--- src/rtl/regfile_wr_arbiter.sv ---
// Round-robin arbiter sharing the register file write port between the ALU and
// load writeback paths, with a registered write stage and r15 diverted to the PC.
module regfile_wr_arbiter #(
    parameter int DATA_W = 32,
    parameter int ADDR_W = 4
) (
    input  logic              clk,
    input  logic              reset,
    input  logic              alu_valid,
    input  logic [ADDR_W-1:0] alu_addr,
    input  logic [DATA_W-1:0] alu_data,
    output logic              alu_ready,
    input  logic              mem_valid,
    input  logic [ADDR_W-1:0] mem_addr,
    input  logic [DATA_W-1:0] mem_data,
    output logic              mem_ready,
    output logic              we3,
    output logic [ADDR_W-1:0] wa3,
    output logic [DATA_W-1:0] wd3,
    output logic              pc_we,
    output logic [DATA_W-1:0] pc_wd,
    output logic [15:0]       wr_pending,
    output logic              stall
);

    // Handshake: a source's request transfers on a cycle where its valid and
    // ready are both 1; the source holds valid/addr/data until that cycle, and
    // ready is a function of the valids and last_grant only.
    typedef enum logic {
        SRC_ALU = 1'b0,
        SRC_MEM = 1'b1
    } src_e;

    localparam logic [ADDR_W-1:0] PC_ADDR = ADDR_W'(15);

    src_e              last_grant_q, last_grant_d;
    logic              we3_q, we3_d;
    logic [ADDR_W-1:0] wa3_q, wa3_d;
    logic [DATA_W-1:0] wd3_q, wd3_d;
    logic              pc_we_q, pc_we_d;
    logic [DATA_W-1:0] pc_wd_q, pc_wd_d;

    logic              accept;
    logic [ADDR_W-1:0] sel_addr;
    logic [DATA_W-1:0] sel_data;

    // Grant: a lone request always wins; on a tie the source that did not win
    // most recently goes first. Nothing is granted while reset is held.
    always_comb begin
        alu_ready = 1'b0;
        mem_ready = 1'b0;
        if (!reset) begin
            if (alu_valid && mem_valid) begin
                alu_ready = (last_grant_q == SRC_MEM);
                mem_ready = (last_grant_q == SRC_ALU);
            end else begin
                alu_ready = alu_valid;
                mem_ready = mem_valid;
            end
        end
    end

    assign accept   = alu_ready | mem_ready;
    assign sel_addr = mem_ready ? mem_addr : alu_addr;
    assign sel_data = mem_ready ? mem_data : alu_data;
    assign stall    = (alu_valid & ~alu_ready) | (mem_valid & ~mem_ready);

    always_comb begin
        last_grant_d = last_grant_q;
        we3_d        = 1'b0;
        wa3_d        = wa3_q;
        wd3_d        = wd3_q;
        pc_we_d      = 1'b0;
        pc_wd_d      = pc_wd_q;
        if (alu_ready) begin
            last_grant_d = SRC_ALU;
        end else if (mem_ready) begin
            last_grant_d = SRC_MEM;
        end
        // r15 lives in the PC, so its writes never touch the array port.
        if (accept) begin
            if (sel_addr == PC_ADDR) begin
                pc_we_d = 1'b1;
                pc_wd_d = sel_data;
            end else begin
                we3_d = 1'b1;
                wa3_d = sel_addr;
                wd3_d = sel_data;
            end
        end
    end

    always_ff @(posedge clk) begin
        if (reset) begin
            last_grant_q <= SRC_MEM;
            we3_q        <= 1'b0;
            wa3_q        <= '0;
            wd3_q        <= '0;
            pc_we_q      <= 1'b0;
            pc_wd_q      <= '0;
        end else begin
            last_grant_q <= last_grant_d;
            we3_q        <= we3_d;
            wa3_q        <= wa3_d;
            wd3_q        <= wd3_d;
            pc_we_q      <= pc_we_d;
            pc_wd_q      <= pc_wd_d;
        end
    end

    // Hazard view is built from the registered stage only, never from inputs.
    always_comb begin
        wr_pending = '0;
        for (int i = 0; i < 16; i++) begin
            if (we3_q && (wa3_q == ADDR_W'(i))) begin
                wr_pending[i] = 1'b1;
            end
        end
        if (pc_we_q) begin
            wr_pending[15] = 1'b1;
        end
    end

    assign we3   = we3_q;
    assign wa3   = wa3_q;
    assign wd3   = wd3_q;
    assign pc_we = pc_we_q;
    assign pc_wd = pc_wd_q;

endmodule

--- config.mk ---
export PLATFORM = sky130hd
export DESIGN_NAME = regfile_wr_arbiter
export DESIGN_NICKNAME = d
export VERILOG_FILES = /design/src/rtl/regfile_wr_arbiter.sv
export SDC_FILE = /design/constraint.sdc
export NUM_CORES = 1
export LEC_CHECK = 0
export CORE_AREA = 2 2 101 103
export CTS_CLUSTER_DIAMETER = 40
export DETAILED_ROUTE_END_ITERATION = 10
export DIE_AREA = 0 0 103 105
export HOLD_SLACK_MARGIN = 0.12
export PLACE_DENSITY = 0.75
export SYNTH_ARGS = -nofsm -noshare
export SYNTH_HDL_FRONTEND = slang
export SYNTH_SLANG_ARGS = --single-unit
--- constraint.sdc ---
create_clock -name clk -period 2 [get_ports clk]
set_clock_uncertainty 0.05 [all_clocks]
set_input_delay 0.2 -clock clk [delete_from_list [all_inputs] [get_ports clk]]
set_output_delay 0.2 -clock clk [all_outputs]
set_load 0.005 [all_outputs]
Yosys cells after proc, flatten, opt, wreduce, memory -nomap -nowiden:

Cells that the tools add are included.

* add/subtract/negate cells: 0
* $mul: 0
* div/mod/pow operators: 0
* magnitude comparators: 0
* equality and inequality tests: 16
* shift operators: 0
* multiplexer cells: 27
* bitwise operators: 9
* reduce and logical (&&, ||, !) cells: 22

Operators by type and width (count)
* 4-bit == test (second input constant): 9
* 32-bit 2-to-1 mux: 1
* 1-bit 2-to-1 mux: 25
* 1-bit logical AND: 17
* 4-bit by 3-bit == test with 1-bit output (second input constant): 4
* 4-bit by 2-bit == test with 1-bit output (second input constant): 2
* 1-bit inverter: 5
* 4-bit by 1-bit == test with 1-bit output (second input constant): 1
* 4-bit logical NOT: 1
* 4-bit 2-to-1 mux: 1
* 2-bit AND reduction: 2
* 1-bit AND: 2
* 1-bit bitwise OR: 2
* 2-bit nonzero test: 1
* 2-bit OR reduction: 1

* flip-flop bits (word level): 71
* bits in latches: 0
* RAM bits: 0
* memory bits (read-only): 0
* word-level logic and storage cells: 80
* memories kept: 0

Logic depth before layout (Yosys ltp):

* depth in word-level cells: 7
* gate-level depth with buffers: 7
* depth with buffers taken out: 4

Worst setup path before layout:

OpenSTA, ideal clock, no wires.

* path kind: reg2reg
* start point: reg last_grant_q
* end point: reg wa3_q[3] (netlist: wa3[3])
* setup time: 121 ps
* arrival time: 1713 ps
* required time: 1829 ps
* slack: 116 ps
* cell stages (with the launch flop): 7
* buffers on the path: 2
* period minus slack after synthesis: 1884 ps
* cells stage by stage: dfxtp_1 > a21boi_4 > a21oi_1 > or4_1 > buf_4 > buf_6 > mux2_4

* cells in the longest elaborated chain, start to end: 7

Ends and longest elaborated chain
* start: declaration: line 36 `src_e last_grant_q, last_grant_d;`
* start signal: assignment: line 102 `last_grant_q <= last_grant_d;`
* 1-bit inverter: line 55 `mem_ready = (last_grant_q == SRC_ALU);`
* 1-bit 2-to-1 mux: line 53 `if (alu_valid && mem_valid) begin`
* 1-bit 2-to-1 mux: line 52 `if (!reset) begin`
* 4-bit 2-to-1 mux: line 64 `assign sel_addr = mem_ready ? mem_addr : alu_addr;`
* 4-bit == test: line 82 `if (sel_addr == PC_ADDR) begin`
* 1-bit inverter (no line)
* 2-bit AND reduction (no line)
* end signal: assignment: line 104 `wa3_q <= wa3_d;`
* end: declaration: line 38 `logic [ADDR_W-1:0] wa3_q, wa3_d;`

Parallel ways exist; a longest one is shown, timed or not.
A chain may end at the register's enable or synchronous reset.

Final worst setup path:

* start point: in mem_valid
* end point: out alu_ready

* cells in the longest elaborated chain, start to end: 3

Ends and longest elaborated chain
* start: declaration: line 13 `input logic mem_valid,`
* 1-bit logical AND: line 53
* 1-bit 2-to-1 mux: line 53
* 1-bit 2-to-1 mux: line 52
* end: declaration: line 12 `output logic alu_ready,`

Every way passes these cells.

==> results.toml <==
[run_status]
status = "complete, no violations"

[clock_tree]
cts.sinks = 71
cts_buffers = 9
cts_tree = "done"
clkSlewWorstSetupHoldPaths_ps = 70
clk_path_buf_depth = 2
h-tree-depth = 3
cts_root_buffer = "clkbuf_8"
ctsHoldBuffers = 0
clk_latency_ps = 320

[synthesis]
ys.warnings.count = 0
synth-adder-area-share_pct = 0.2865
synth_compound_area_share_pct = 7.271
synth_top_family_by_area = "multiplexers"
synth_area_sq_um = 3493
netlist_instances = 381
async_flop_share_pct = 0
synth-seq-cells = 71
synth_cell_type_count = 26
synth_edf_count = 0
synth_area_per_cell_sq_um = 9.169
synth_flop_cell = "dfxtp_1"
synth_top_area_share_pct = 40.69
synth.area.mux_share_pct = 24.18
synth_xor_area_share_pct = 0
seq_area_frac_synth_pct = 40.69
synth_nets = 457
synthSimpleGateAreaFrac_pct = 23.28
yosys.area.top_type = "dfxtp_1"
synth_common_cells = "71 x dfxtp_1, 71 x nand2_1, 66 x nor2b_1"
synthTopCellsByArea = "dfxtp_1 41%, mux2_1 13%, nor2b_1 12%, mux2_4 12%, nand2_1 7.6%"

[power_and_ir_drop]
vdd_drop_max_mv = 0.4685
finalPower_mw = 3.298
leakage_nw = 2.378
p_per_area_nw_per_um2 = 586.7

[sta]
setup_ws_ps = 61.12
fmax_mhz = 515.8
rsz0062_at_grt = "no"
fin_crit_ps = 1939
maxSlewViolCount = 0
fin_crit_sh_pct = 96.94
hold_viol_final = 0
finalSetupTns_ps = 0
slew_headroom_pct = 63.35
tightest_slew_ps = 549.7
setup_viol = 0

[detailed_routing]
drt-total-wl_mm = 10.37
drt-pass1-iter-count = 4
viasPerCell = 4.699
postRouteAntennaNets = 0
vias = 3228
wl_per_cell_microns = 15.10
route.detailed.drc = 0
detail_route.iter0.violations = 84

[setup_path]
critPathMostFrequentCell = "clkdlybuf4s50_1"
crit_path_start = "mem_valid"
cpMaxStageDelayCell = "clkdlybuf4s50_1"
setup.worst_path.start_class = "input port"
crit_buf_inv = 4
crit_required_ps = 1750
regToRegStartpoint = "last_grant_q"
cp.depth = 6
worstSetupPathType = "input port to output port"
slowest_delay_ps = 500
path_cells = "clkdlybuf4s50_1 > buf_4 > inv_1 > o21ai_0 > nor2_1 > clkdlybuf4s50_1"
reg2reg_depth = 5
critPathTopFamily = "buffers and inverters"
regToRegSetupSlack_ps = 150
crit_end = "alu_ready"
crit_path_end_kind = "output port"
r2r_end = "wd3[8]"
arrival_ps = 1690
path_max_fanout = 5

[floorplanning]
die_area_sq_um = 10820
die_w_microns = 103
ioPinCount = 165
die-height_microns = 105
start_util_pct = 36.24
num_rows = 36
core_area_sq_um = 9639

[place]
hpwlAfterDp_mm = 7.405
gp_congestion = 0.8179
port_buffers = 164
place_ws_ps = -477.5
place_area_sq_um = 5364

[grt]
grt_pass1_wl_mm = 15.96
grt_max_degree = 58
grt.overflow.total = 0
antenna_found_initial = 0
grt_pass1_vias = 3323
gr-usage-all-layers_pct = 18.71

[cells_and_area]
antenna_cells = 0
fillers = 870
area_growth_pct = 60.92
drive_above_1_share_pct = 12.64
final-seq-area_sq_um = 1421
nets = 626
design_area_sq_um = 5622
multiInputGateArea_sq_um = 1948

[job]
drv_cap = 0

[min_path]
hold_class = "input port to flop"
sequential cells by signal, summed over array words and instances (netlist names):
name / count
wd3: 32
pc_wd: 32
wa3: 4
pc_we: 1
we3: 1
last_grant_q: 1
how the worst min path moves through the flow:
stage	from	endpoint	cells after the start
4_1_cts	reset	last_grant_q	4
6_report	reset	last_grant_q	4
3_3_place_gp	wa3[2]	wa3[2]	2
3_5_place_dp	wa3[2]	wa3[2]	2
5_1_grt	reset	last_grant_q	4
2_1_floorplan	mem_valid	last_grant_q	2
cells in the final DEF (no fill, tap or decap), types with 2 or more instances in the layout:
cell type,n
clkdlybuf4s50_1,160
a21oi_1,37
nand2_1,71
buf_12,5
clkinv_2,3
clkbuf_8,9
o221ai_1,2
nor2b_1,66
nand3_1,3
dlygate4sd2_1,2
inv_1,4
dfxtp_1,71
mux2_4,27
mux2_1,39
nor2_1,15
inv_2,2
nor3_1,5
clkinv_4,2
o21ai_0,2
buf_4,15
nand4_1,2
nand2b_1,2
timing repair:
action / in CTS / in global routing
hold endpoints to repair: 0 / 0
cloned: 1 / 0
pin swaps: 0 / 0
gates resized for setup: 10 / 2
setup buffers: 0 / 0
setup endpoints to repair: 35 / 2
metrics by stage:
step | cells | util (%) | hold slack (ps)
2_1_floorplan | 381 | - | 282.9
3_3_place_gp | 671 | 55.65 | 468.5
3_5_place_dp | 671 | 55.65 | 493.8
4_1_cts | 687 | 58.24 | 177.0
5_1_grt | 687 | 58.32 | 225.0
6_report | 687 | 58.32 | 200.8
per-layer routing:
layer  wire length, microns  GRT usage, %
met5                      0             0
met4                    238         6.579
met3                    796         6.288
met2                   5192         33.07
met1                   4144         20.44
power by group:
group          leakage (nW)  internal [mW]  total (mW)  switching (mW)
combinational          1.70          0.424       0.689           0.265
clock                0.0988          0.567        1.09           0.527
sequential            0.578           1.48        1.52          0.0400
total                  2.38           2.47        3.30           0.832
worst min-delay path: cells and delay by family:
kind	cells	cell delay, ps
buf+inv	3	300
simple gates	1	40
kinds of logic after synthesis:
family,after synthesis
buf+inv,32
flops,71
fa+ha+maj,1
simple gates,166
compound gates,45
mux,66
final cells by class:
cell class                      count  area share (%)
Multi-Input combinational cell    278           34.65
Timing Repair Buffer              184           33.39
Sequential cell                    71           25.28
Tap cell                          133           2.960
Clock buffer                        9           2.203
Clock inverter                      6           1.113
Inverter                            6          0.4006
Power figures use the tool's default switching activity.
